===== config.mk =====
export PLATFORM = sky130hd
export DESIGN_NAME = freq_meter_flat
export DESIGN_NICKNAME = d
export VERILOG_FILES = /design/src/rtl/freq_meter_if.sv /design/src/rtl/freq_meter.sv /design/src/flat_wrapper.sv
export SDC_FILE = /design/constraint.sdc
export NUM_CORES = 1
export LEC_CHECK = 0
export BUFFER_PORTS_ARGS = -buffer_cell sky130_fd_sc_hd__buf_2
export CORE_ASPECT_RATIO = 0.6
export CORE_UTILIZATION = 64
export DETAILED_ROUTE_END_ITERATION = 6
export PLACE_DENSITY = 0.82
export SYNTH_ARGS = -nofsm -noshare
export SYNTH_HDL_FRONTEND = slang
export SYNTH_SLANG_ARGS = --single-unit
export TNS_END_PERCENT = 1

===== constraint.sdc =====
create_clock -name clock -period 3.2 [get_ports clock]
set_clock_uncertainty 0.15 [all_clocks]
set_input_delay 0.16 -clock clock [delete_from_list [all_inputs] [get_ports clock]]
set_output_delay 0.16 -clock clock [all_outputs]
set_load 0.05 [all_outputs]

===== src/rtl/freq_meter_if.sv =====
`timescale 1ns/1ps
// freq_meter_if: control inputs and measurement results of the frequency meter.
// The slave side is the meter itself; the master side is whoever enables it and
// consumes the published counts.
interface freq_meter_if #(
  parameter int CNT_W = 24
);
  logic             enable;
  logic             sig_in;
  logic [CNT_W-1:0] freq;
  logic             valid;
  logic             overflow;
  logic             busy;

  modport slave (
    input  enable,
    input  sig_in,
    output freq,
    output valid,
    output overflow,
    output busy
  );

  modport master (
    output enable,
    output sig_in,
    input  freq,
    input  valid,
    input  overflow,
    input  busy
  );
endinterface


===== src/rtl/freq_meter.sv =====
`timescale 1ns/1ps
// freq_meter: counts rising edges of an asynchronous input over a gate window
// of exactly GATE_CYCLES clocks, then publishes the (saturating) count with a
// one-cycle valid pulse. One dead cycle (LATCH) separates consecutive windows,
// so in continuous mode results arrive every GATE_CYCLES+1 clocks.
module freq_meter #(
  parameter int GATE_CYCLES = 50_000_000,
  parameter int CNT_W       = 24
) (
  input  logic        clock,
  input  logic        reset,
  freq_meter_if.slave bus
);

  localparam int                GATE_W    = $clog2(GATE_CYCLES);
  localparam logic [GATE_W-1:0] GATE_LAST = GATE_W'(GATE_CYCLES - 1);
  localparam logic [CNT_W-1:0]  CNT_MAX   = {CNT_W{1'b1}};

  typedef enum logic [1:0] {
    IDLE  = 2'd0,
    GATE  = 2'd1,
    LATCH = 2'd2
  } state_t;

  state_t            state_reg;
  logic              s1_reg;
  logic              s2_reg;
  logic              s3_reg;
  logic              rise;
  logic [GATE_W-1:0] gate_cnt_reg;
  logic [CNT_W-1:0]  edge_cnt_reg;
  logic              ovf_flag_reg;
  logic [CNT_W-1:0]  freq_reg;
  logic              valid_reg;
  logic              overflow_reg;

  // Two-flop synchroniser for the asynchronous input, plus one delay stage so
  // a rising edge becomes a single-cycle pulse in the clock domain.
  always_ff @(posedge clock or negedge reset) begin
    if (!reset) begin
      s1_reg <= 1'b0;
      s2_reg <= 1'b0;
      s3_reg <= 1'b0;
    end else begin
      s1_reg <= bus.sig_in;
      s2_reg <= s1_reg;
      s3_reg <= s2_reg;
    end
  end

  assign rise = s2_reg & ~s3_reg;

  // Measurement sequencer: gate timing, saturating edge count, result publish.
  always_ff @(posedge clock or negedge reset) begin
    if (!reset) begin
      state_reg    <= IDLE;
      gate_cnt_reg <= '0;
      edge_cnt_reg <= '0;
      ovf_flag_reg <= 1'b0;
      freq_reg     <= '0;
      valid_reg    <= 1'b0;
      overflow_reg <= 1'b0;
    end else begin
      // valid is a pulse: only the LATCH exit raises it for one cycle.
      valid_reg <= 1'b0;
      unique case (state_reg)
        IDLE: begin
          gate_cnt_reg <= '0;
          edge_cnt_reg <= '0;
          ovf_flag_reg <= 1'b0;
          if (bus.enable) begin
            state_reg <= GATE;
          end
        end
        GATE: begin
          if (!bus.enable) begin
            // Abort: the partial count is thrown away, last result is kept.
            state_reg    <= IDLE;
            gate_cnt_reg <= '0;
            edge_cnt_reg <= '0;
            ovf_flag_reg <= 1'b0;
          end else begin
            // A rise in the final gate cycle still belongs to this window.
            if (rise) begin
              if (edge_cnt_reg == CNT_MAX) begin
                ovf_flag_reg <= 1'b1;
              end else begin
                edge_cnt_reg <= edge_cnt_reg + CNT_W'(1);
              end
            end
            if (gate_cnt_reg == GATE_LAST) begin
              state_reg    <= LATCH;
              gate_cnt_reg <= '0;
            end else begin
              gate_cnt_reg <= gate_cnt_reg + GATE_W'(1);
            end
          end
        end
        LATCH: begin
          // Dead cycle: rises here are dropped. The result is always
          // published, whatever enable does in this cycle.
          freq_reg     <= edge_cnt_reg;
          overflow_reg <= ovf_flag_reg;
          valid_reg    <= 1'b1;
          gate_cnt_reg <= '0;
          edge_cnt_reg <= '0;
          ovf_flag_reg <= 1'b0;
          state_reg    <= bus.enable ? GATE : IDLE;
        end
        default: begin
          state_reg    <= IDLE;
          gate_cnt_reg <= '0;
          edge_cnt_reg <= '0;
          ovf_flag_reg <= 1'b0;
        end
      endcase
    end
  end

  assign bus.freq     = freq_reg;
  assign bus.valid    = valid_reg;
  assign bus.overflow = overflow_reg;
  assign bus.busy     = (state_reg != IDLE);

endmodule


===== src/flat_wrapper.sv =====
// flat-port wrapper written by rule: the top's interface ports become plain ports
module freq_meter_flat 
#(
  parameter int GATE_CYCLES = 50_000_000,
  parameter int CNT_W       = 24
)
  (clock, reset, bus_enable, bus_sig_in, bus_freq, bus_valid, bus_overflow, bus_busy);
  freq_meter_if #(.CNT_W(CNT_W)) bus_i ();
  input  logic clock;
  input  logic reset;
  input wire logic [$bits(bus_i.enable)-1:0] bus_enable;
  input wire logic [$bits(bus_i.sig_in)-1:0] bus_sig_in;
  output wire logic [$bits(bus_i.freq)-1:0] bus_freq;
  output wire logic [$bits(bus_i.valid)-1:0] bus_valid;
  output wire logic [$bits(bus_i.overflow)-1:0] bus_overflow;
  output wire logic [$bits(bus_i.busy)-1:0] bus_busy;
  assign bus_i.enable = bus_enable;
  assign bus_i.sig_in = bus_sig_in;
  assign bus_freq = bus_i.freq;
  assign bus_valid = bus_i.valid;
  assign bus_overflow = bus_i.overflow;
  assign bus_busy = bus_i.busy;
  freq_meter #(.GATE_CYCLES(GATE_CYCLES), .CNT_W(CNT_W)) u_core (.clock(clock), .reset(reset), .bus(bus_i));
endmodule

# ---- After elaboration in Yosys (flattened, before gate mapping)
# Cells that the tools add are included.
dict set report op_classes {
  n_addsub 2
  n_reduce_logical 5
  mux 17
  eq_ne 9
  bitwise 2
}
# operator n
set ops {}
lappend ops {{$mux 24} 4}
lappend ops {{$mux 26} 3}
lappend ops {{$add 26x1->26 const B} 1}
lappend ops {{$eq 26x26->1 const B} 1}
lappend ops {{$add 24x1->24 const B} 1}
lappend ops {{$eq 24x24->1 const B} 1}
lappend ops {{$ne 3x2->1 const B} 3}
lappend ops {{$mux 1} 6}
lappend ops {{$mux 2} 3}
lappend ops {{$pmux 2 s3} 1}
lappend ops {{$reduce_and 2->1} 3}
lappend ops {{$ne 3x3->1 const B} 1}
lappend ops {{$eq 2x1->1 const B} 1}
lappend ops {{$eq 2x2->1 const B} 1}
lappend ops {{$logic_not 2->1} 1}
lappend ops {{$ne 2x2->1 const B} 1}
lappend ops {{$reduce_bool 2->1} 1}
lappend ops {{$and 1x1->1} 1}
lappend ops {{$not 1->1} 1}
dict set report totals {
  out_inout_bits 27
  in_bits 4
  register_bits 82
}

# ---- Depth between registers and ports, before layout
# Gate-level depths: netlist of run 1.
dict set report logic_depth {
  depth_word 5
  mapped_depth 6
  depth_no_buf 5
}

# ---- Least setup slack after synthesis of run 1
# Ideal clock, no wire load.
dict set report synth_timing {
  path_type {register -> register}
  from {register u_core.edge_cnt_reg[0]}
  to {register u_core.edge_cnt_reg[16]}
  slack_ns 1.213
  period_less_slack_ns 1.987
  n_path_buf 1
  arrival_time_ns 1.760
  path_stages_with_launch 7
  cell_sequence {dfrtp_1 -> ha_1 -> nand3_1 -> or2_2 -> buf_2 -> or4_1 -> a21oi_1}
}
dict set report synth_via {
  elab_chain_cells 5
}
# item line
set synth_rtl {}
lappend synth_rtl {{from (decl)} freq_meter.sv:31} ;# logic [CNT_W-1:0] edge_cnt_reg;
lappend synth_rtl {{from (signal assigned)} freq_meter.sv:88} ;# edge_cnt_reg <= edge_cnt_reg + CNT_W'(1);
lappend synth_rtl {{$add 24x1->24} freq_meter.sv:88}
lappend synth_rtl {{$mux 24} freq_meter.sv:85} ;# if (edge_cnt_reg == CNT_MAX) begin
lappend synth_rtl {{$mux 24} freq_meter.sv:84} ;# if (rise) begin
lappend synth_rtl {{$mux 24} freq_meter.sv:76} ;# if (!bus.enable) begin
lappend synth_rtl {{$mux 24} freq_meter.sv:66} ;# unique case (state_reg)
# Parallel ways exist; a longest one is shown, timed or not. The select of a mux whose other input is x is not followed.
# A chain may end at the register's enable or synchronous reset.

# ---- Worst setup path after layout of run 1
dict set report layout_timing {
  from {register u_core.gate_cnt_reg[0]}
  to {register u_core.gate_cnt_reg[24]}
}
dict set report layout_via {
  elab_chain_cells 4
}
# item line
set layout_rtl {}
lappend layout_rtl {{from (decl)} freq_meter.sv:30} ;# logic [GATE_W-1:0] gate_cnt_reg;
lappend layout_rtl {{from (signal assigned)} freq_meter.sv:95} ;# gate_cnt_reg <= gate_cnt_reg + GATE_W'(1);
lappend layout_rtl {{$add 26x1->26 / $eq 26x26->1 (equally long branches)} {freq_meter.sv:95, freq_meter.sv:91}}
lappend layout_rtl {{$mux 26 *} freq_meter.sv:91} ;# if (gate_cnt_reg == GATE_LAST) begin
lappend layout_rtl {{$mux 26 *} freq_meter.sv:76}
lappend layout_rtl {{$mux 26 *} freq_meter.sv:66}
# Every way passes the cells marked *; elsewhere a longest branch is shown, timed or not.

==> summary.md, run 1 <==
| Metric | Value |
|---|---|
| Top delay family on crit path | `compound AO/OA/AOI/OAI gates` |
| Port Buf Inserts | `30` |
| Initial antenna violation count | `0` |
| Crit Path Max Fanout | `16` |
| GRT Total Usage | `29.1%` |
| Post-synth EDFFs | `0` |
| Max_cap viols | `0` |
| Die area | `6660 µm²` |
| Share of async-settable or async-resettable flops after synthesis | `100%` |
| Grt total ovfl | `0` |
| First-pass GRT wire length | `14700 µm` |
| Most frequent cell after synthesis | `dfrtp_1` |
| CP bufs+invs | `1` |
| GP Congestion | `0.938` |
| CP Data Required Time | `3.31 ns` |
| Final Slew Violations | `0` |
| Met2 Wirelength | `3730 µm` |
| CP Class | `flop to flop` |
| CTS tree | `done` |
| Tcrit/Tclk final | `73.0%` |
| Max incr delay on CP | `0.50 ns` |
| Synth top area share | `50.7%` |
| Starting Density | `66.2%` |
| Clock Path Buffers | `2` |
| Largest net degree at the start of global routing | `83` |
| Post-DP Area | `4250 µm²` |
| Startpoint class of the critical path | `flop` |
| Post-synthesis cell area | `4050 µm²` |
| Design Area, Final | `4480 µm²` |
| Final hold violation count | `0` |
| CP Data Arrival Time | `2.45 ns` |
| Post-Syn Area per Cell | `10.5 µm²` |
| Worst reg-to-reg path cell count | `6` |
| Number of CTS-inserted buffers | `9` |
| Tmin final | `2.34 ns` |
| CTS sink cnt | `82` |
| Slew headroom | `33.3%` |
| Clock Tree Root | `clkbuf_8` |
| Area of the multi-input gates | `1890 µm²` |
| Post-synthesis sequential area ratio | `50.7%` |
| Largest area contributor in the netlist | `dfrtp_1` |
| H-tree lvl count | `3` |
| Die X | `105 µm` |
| Peak VDD IR | `0.516 mV` |
| Chip height | `63.6 µm` |
| Core area | `6110 µm²` |
| Worst slack at placement | `0.919 ns` |
| Avg WL per Cell | `17.7 µm` |
| Cells on Worst Hold Path | `0` |
| Status | `completed` |
| Rows | `22` |
| DRT Wirelength | `8900 µm` |
| Netlist cell types | `49` |
| Worst skew pair latency | `0.37 ns` |
| Area growth, synth to finish | `10.8%` |
| Via count | `3224` |
| Starting DRC count in detailed routing | `326` |
| Mapped Nets | `392` |
| Number of flip-flops in the largest register | `26` |
| WP depth | `6` |
| Filler cells | `465` |
| Layout cell share with drive strength beyond 1 | `20.8%` |
| Dpl hpwl | `5970 µm` |
| Pwr dens | `427 nW/µm²` |
| Leakage | `1.93 nW` |
| Critical path cell sequence | `ha_1 > and2_1 > nand2_1 > o31ai_4 > buf_4 > o21ba_2` |
| Yosys warning total | `0` |
| Yosys reg bits | `82` |
| Fin worst setup slack | `0.864 ns` |
| Post-DRT Antenna Nets | `0` |
| FF/Latch Area | `2050 µm²` |
| DR WL met3 | `756 µm` |
| Slowest CP cell | `o31ai_4` |
| Cells after synthesis | `386` |
| Min-Delay Path Class | `flop to flop` |
| CTS clk-pin slew, worst paths | `0.08 ns` |
| DR DRC count | `0` |
| Number of global-route vias before repair | `2869` |
| Post-synth top flop | `dfrtp_1` |
| Worst-Margin Slew | `1.00 ns` |
| Post-Route M1 WL | `4310 µm` |
| Synth top cells by count | `dfrtp_1, nand2_1, mux2_2` |
| Uppermost routed layer | `met4` |
| Setup TNS | `0 ns` |
| I/O pin total | `31` |
| Setup-failing EPs final | `0` |
| Nets | `421` |
| FMAX | `428 MHz` |
| Setup crit end kind | `flop` |
| Ranking of synthesized cells by area | `dfrtp_1, mux2_2, mux2i_1` |
| Drt first pass iters | `5` |
| Diodes inserted | `0` |
| RSZ-0062 raised after global routing | `no` |
| Via density | `6.41` |
[repair_timing]
action / 4_1_cts / 5_1_grt
endpoints found under the hold margin: 84 / 0
hold buffers: 3 / 0
resized for setup: 0 / 0
buffers inserted: 0 / 0
[layout make-up]
class | instances | area share (%)
repair buffers | 37 | 4.74
flip-flops and latches | 82 | 45.8
clock buffers | 13 | 3.77
multi-input cells | 279 | 42.1
well taps | 84 | 2.34
clock inverters | 2 | 0.781
inverters | 6 | 0.502
[placed cells by master, fill, tap and decap left out, types with 3 or more instances in the layout]
cell,n
dfrtp_1,82
nand2_1,40
buf_2,29
mux2_2,23
or3_1,22
nand3_1,21
nor2_1,19
mux2i_1,18
nand4_1,17
a21oi_1,17
clkbuf_8,12
nor4_1,10
o21ai_0,10
xor2_1,10
or4_1,8
a211oi_1,8
and3_1,7
o31ai_1,7
inv_1,6
buf_4,5
and4_1,4
or2_2,4
and2_1,3
dlygate4sd3_1,3
[report_power, final]
group	switching (W)	internal [W]
Sequential	0.00000587	0.00104
Combinational	0.0000682	0.0000259
Clock	0.000354	0.000419
[logic make-up after synthesis]
family                   Yosys count  synth area share (%)
AO/OA/AOI/OAI                     54                  9.03
XOR/XNOR                          12                  2.60
adder cells (fa/ha/maj)            2                 0.618
buffers and inverters             25                  2.66
flip-flops                        82                  50.7
multiplexers                      41                  10.9
AND/OR/NAND/NOR                  170                  23.6
[per-layer routing]
layer,track usage [%],vias up
li1,-,1488
met1,44.2,1565
met2,39.8,158
met3,8.59,13
met4,8.45,0
met5,0,-
[stage by stage]
stage	total power, W	utilization [%]	hold WS [ns]	cells
floorplan	0.00112	-	-0.286	386
global placement	0.00116	69.6	0.118	485
detailed placement	0.00116	69.6	0.119	485
CTS	0.00193	73.4	0.203	503
global route	0.00198	73.4	0.206	503
finish	0.00192	73.4	0.203	503
[worst reg2reg max path: cells and delay by family, from the launching register on]
kind	cells	cell delay (ns)
AO/OA/AOI/OAI	2	0.69
adder cells (fa/ha/maj)	1	0.31
buffers and inverters	1	0.32
flip-flops	1	0.42
AND/OR/NAND/NOR	2	0.34
[path summary, 6_finish.rpt]
check,start,slack (ns),endpoint
worst min-delay path,u_core.s1_reg$_DFF_PN0_,0.20,u_core.s2_reg$_DFF_PN0_
min in group asynchronous,reset,0.33,u_core.bus.freq[18]$_DFFE_PN0P_
worst min register to register,u_core.s1_reg$_DFF_PN0_,0.20,u_core.s2_reg$_DFF_PN0_
worst max-delay path,u_core.gate_cnt_reg[0]$_DFF_PN0_,0.86,u_core.gate_cnt_reg[24]$_DFF_PN0_
worst max register to register,u_core.gate_cnt_reg[0]$_DFF_PN0_,0.86,u_core.gate_cnt_reg[24]$_DFF_PN0_
max in group asynchronous,reset,1.89,u_core.bus.freq[9]$_DFFE_PN0P_
Note: power is estimated with default switching activity, not from simulation.
==> run 2: changes to the inputs <==
--- a/config.mk
+++ b/config.mk
@@ -5,11 +5,12 @@
 export SDC_FILE = /design/constraint.sdc
 export NUM_CORES = 1
 export LEC_CHECK = 0
+export ABC_AREA = 1
 export BUFFER_PORTS_ARGS = -buffer_cell sky130_fd_sc_hd__buf_2
 export CORE_ASPECT_RATIO = 0.6
-export CORE_UTILIZATION = 64
+export CORE_UTILIZATION = 60
 export DETAILED_ROUTE_END_ITERATION = 6
-export PLACE_DENSITY = 0.82
+export PLACE_DENSITY = 0.77
 export SYNTH_ARGS = -nofsm -noshare
 export SYNTH_HDL_FRONTEND = slang
 export SYNTH_SLANG_ARGS = --single-unit
==> constraint.sdc (replaced) <==
create_clock -name clock -period 2.2 [get_ports clock]
set_clock_uncertainty 0.15 [all_clocks]
set_input_delay 0.11 -clock clock [delete_from_list [all_inputs] [get_ports clock]]
set_output_delay 0.11 -clock clock [all_outputs]
set_load 0.05 [all_outputs]
==> run 2 against run 1 <==
The run now ends with DRC left; sequential share of layout area is 4.4 points lower; first-iteration DRC count is 12% higher; via count is 22% higher; critical endpoint is now u_core.edge_cnt_reg[0]$_DFFE_PN0P_; highest routed layer unchanged.
==> summary.md, run 2 <==
| Metric | Value |
|---|---|
| Final Slew Violations | `0 (unchanged)` |
| First-pass GRT wire length | `16500 µm (was 14700 µm)` |
| Starting Density | `63.3% (was 66.2%)` |
| Initial antenna violation count | `0 (unchanged)` |
| CP Data Required Time | `2.28 ns (was 3.31 ns)` |
| Reg2reg setup slack | `0.17 ns (was 0.86 ns)` |
| Number of global-route vias before repair | `3425 (was 2869)` |
| Peak VDD IR | `0.544 mV (was 0.516 mV)` |
| Netlist cell types | `29 (was 49)` |
| Reg2reg end | `u_core.edge_cnt_reg[0]$_DFFE_PN0P_ (was u_core.gate_cnt_reg[24]$_DFF_PN0_)` |
| Via density | `5.56 (was 6.41)` |
| Yosys reg bits | `82 (unchanged)` |
| Number of flip-flops in the largest register | `26 (unchanged)` |
| Via count | `3940 (was 3224)` |
| CTS tree | `done (unchanged)` |
| Starting DRC count in detailed routing | `364 (was 326)` |
| Min-Delay Path Class | `input pin to async pin (was flop to flop)` |
| I/O pin total | `31 (unchanged)` |
| Most frequent cell after synthesis | `nand2_1 (was dfrtp_1)` |
| Avg WL per Cell | `14.1 µm (was 17.7 µm)` |
| Largest area contributor in the netlist | `dfrtp_1 (unchanged)` |
| Largest net degree at the start of global routing | `45 (was 83)` |
| Chip height | `67.6 µm (was 63.6 µm)` |
| Status | `finished with violations (was completed)` |
| Post-synthesis sequential area ratio | `47.7% (was 50.7%)` |
| Number of CTS-inserted buffers | `9 (unchanged)` |
| CTS sink cnt | `82 (unchanged)` |
| Post-layout util | `73.1% (was 73.4%)` |
| Pwr dens | `673 nW/µm² (was 427 nW/µm²)` |
| Port Buf Inserts | `30 (unchanged)` |
| Layout cell share with drive strength beyond 1 | `11.9% (was 20.8%)` |
| Crit Path Max Fanout | `16 (unchanged)` |
| DRT Wirelength | `10000 µm (was 8900 µm)` |
| Post-Syn Area per Cell | `7.52 µm² (was 10.5 µm²)` |
| GP Congestion | `0.939 (was 0.938)` |
| Tmin final | `2.03 ns (was 2.34 ns)` |
| Post-synth top flop | `dfrtp_1 (unchanged)` |
| Clock Path Buffers | `2 (unchanged)` |
| Reg-to-reg startpoint | `u_core.edge_cnt_reg[0]$_DFFE_PN0P_ (was u_core.gate_cnt_reg[0]$_DFF_PN0_)` |
| Yosys warning total | `0 (unchanged)` |
| Die area | `7520 µm² (was 6660 µm²)` |
| Worst skew pair latency | `0.34 ns (was 0.37 ns)` |
| Max_cap viols | `0 (unchanged)` |
| Ranking of synthesized cells by area | `dfrtp_1, nand2_1, nor2_1 (was dfrtp_1, mux2_2, mux2i_1)` |
| CP Data Arrival Time | `2.11 ns (was 2.45 ns)` |
| Synth top cells by count | `nand2_1, nor2_1, dfrtp_1 (was dfrtp_1, nand2_1, mux2_2)` |
| Most common cell after layout, fill and taps aside | `nand2_1 (was dfrtp_1)` |
| Grt total ovfl | `0 (unchanged)` |
| Mapped Nets | `578 (was 392)` |
| Post-cts resize count | `0 (unchanged)` |
| Failing checks | `DRC` |
| Hold buffer count at CTS | `3 (unchanged)` |
| Core area | `6790 µm² (was 6110 µm²)` |
| Drt first pass iters | `7 (was 5)` |
| CTS clk-pin slew, worst paths | `0.06 ns (was 0.08 ns)` |
| Clock Tree Root | `clkbuf_16 (was clkbuf_8)` |
| Startpoint class of the critical path | `flop (unchanged)` |
| Dpl hpwl | `7360 µm (was 5970 µm)` |
| FMAX | `493 MHz (was 428 MHz)` |
| Setup TNS | `0 ns (unchanged)` |
| Diodes inserted | `0 (unchanged)` |
| Post-synth EDFFs | `0 (unchanged)` |
| Post-DRT Antenna Nets | `0 (unchanged)` |
| Worst reg-to-reg path cell count | `11 (was 6)` |
| Nets | `622 (was 421)` |
| Synth top area share | `47.7% (was 50.7%)` |
| DR DRC count | `6 (was 0)` |
| Area growth, synth to finish | `15.4% (was 10.8%)` |
| Share of async-settable or async-resettable flops after synthesis | `100% (unchanged)` |
| Cells after synthesis | `572 (was 386)` |
| Rows | `23 (was 22)` |
| Most frequent cells in the layout | `nand2_1, nor2_1, dfrtp_1 (was dfrtp_1, nand2_1, buf_2)` |
| Setup-failing EPs final | `0 (unchanged)` |
| Post-synthesis cell area | `4300 µm² (was 4050 µm²)` |
| GRT Total Usage | `28.7% (was 29.1%)` |
| Post-CTS Setup Inserts | `0 (unchanged)` |
| Tcrit/Tclk final | `92.3% (was 73.0%)` |
| Worst-Margin Slew | `0.509 ns (was 1.00 ns)` |
| CP Class | `flop to flop (unchanged)` |
| Die X | `111 µm (was 105 µm)` |
| RSZ-0062 raised after global routing | `no (unchanged)` |
| H-tree lvl count | `3 (unchanged)` |
| Slew headroom | `66.0% (was 33.3%)` |
| Setup crit end kind | `flop (unchanged)` |
| Final hold violation count | `0 (unchanged)` |
| Leakage | `2.27 nW (was 1.93 nW)` |
-- run 2: cell count changes after synthesis, moves of 10 or more --
cell / delta
a21oi_1: -11
mux2i_1: -18
nand2_1: +107
nor4_1: -10
nand3_1: +21
o21ai_0: +27
nor2_1: +69
inv_1: +70
mux2_2: -23
nand4_1: +12
or3_1: -22
nor3_1: +12
-- run 2: cell families (layout without fill, tap and decap cells) --
kind of cell | after synthesis | after routing | synth area share (%)
AO/OA/AOI/OAI | 54 | 54 | 7.27
AND/OR/NAND/NOR | 334 | 334 | 34.2
adder cells (fa/ha/maj) | 2 | 2 | 0.582
XOR/XNOR | 10 | 10 | 2.04
buffers and inverters | 90 | 139 | 8.23
flip-flops | 82 | 82 | 47.7
-- run 2: worst max-delay path by stage --
| stage | endpoint | cells past startpoint | startpoint | slack (ns) |
|---|---|---|---|---|
| after floorplan | u_core.edge_cnt_reg[7]$_DFFE_PN0P_ | 9 | u_core.edge_cnt_reg[0]$_DFFE_PN0P_ | 0.31 |
| after global placement | u_core.gate_cnt_reg[18]$_DFF_PN0_ | 9 | u_core.gate_cnt_reg[0]$_DFF_PN0_ | 0.27 |
| after detailed placement | u_core.edge_cnt_reg[0]$_DFFE_PN0P_ | 11 | u_core.edge_cnt_reg[0]$_DFFE_PN0P_ | 0.21 |
| after CTS | u_core.edge_cnt_reg[0]$_DFFE_PN0P_ | 11 | u_core.edge_cnt_reg[0]$_DFFE_PN0P_ | 0.20 |
| after global routing | u_core.gate_cnt_reg[22]$_DFF_PN0_ | 11 | u_core.gate_cnt_reg[0]$_DFF_PN0_ | 0.02 |
| final | u_core.edge_cnt_reg[0]$_DFFE_PN0P_ | 11 | u_core.edge_cnt_reg[0]$_DFFE_PN0P_ | 0.17 |
-- run 2: through the flow --
step | setup WS (ns) | total power [W] | hold WS [ns] | cells | area [µm²]
2_1_floorplan | 0.309 | 0.00174 | -0.336 | 572 | 4300
3_3_place_gp | 0.266 | 0.00186 | -0.0380 | 689 | 4640
3_5_place_dp | 0.207 | 0.00186 | -0.0378 | 689 | 4640
4_1_cts | 0.197 | 0.00337 | 0.146 | 708 | 4970
5_1_grt | 0.0193 | 0.00346 | 0.191 | 708 | 4970
6_report | 0.170 | 0.00334 | 0.140 | 708 | 4970
-- run 2: final cells by class --
type                    instances  area (µm²)
clock buffers                  14         264
inverters                      76         285
repair buffers                 47         325
fillers                       533        1830
well taps                      87         109
multi-input cells             400        1900
flip-flops and latches         82        2050
clock inverters                 2        35.0
-- run 2: power breakdown --
group          internal (W)  leakage (nW)  switching, W
sequential          0.00153          1.13     0.0000159
clock              0.000940         0.147      0.000561
combinational     0.0000723         0.984      0.000224
-- run 2: worst max-delay path, cell delays in order (launching register included) --
cell and delay [ns]:
dfrtp_1 0.43, ha_1 0.21, nand2_2 0.10, nor2_4 0.21, nand2_4 0.08, nor2_4 0.12
nand3_4 0.09, buf_4 0.21, nand2_1 0.12, inv_1 0.07, nor2_1 0.08, nor2_1 0.05
-- run 2: routing by layer --
| layer | global-route usage (%) | wire length, µm | vias up |
|---|---|---|---|
| met4 | 7.60 | 79 | 0 |
| li1 | - | - | 1920 |
| met1 | 43.3 | 4940 | 1827 |
| met5 | 0 | 0 | - |
| met3 | 6.91 | 917 | 11 |
| met2 | 41.1 | 4080 | 182 |
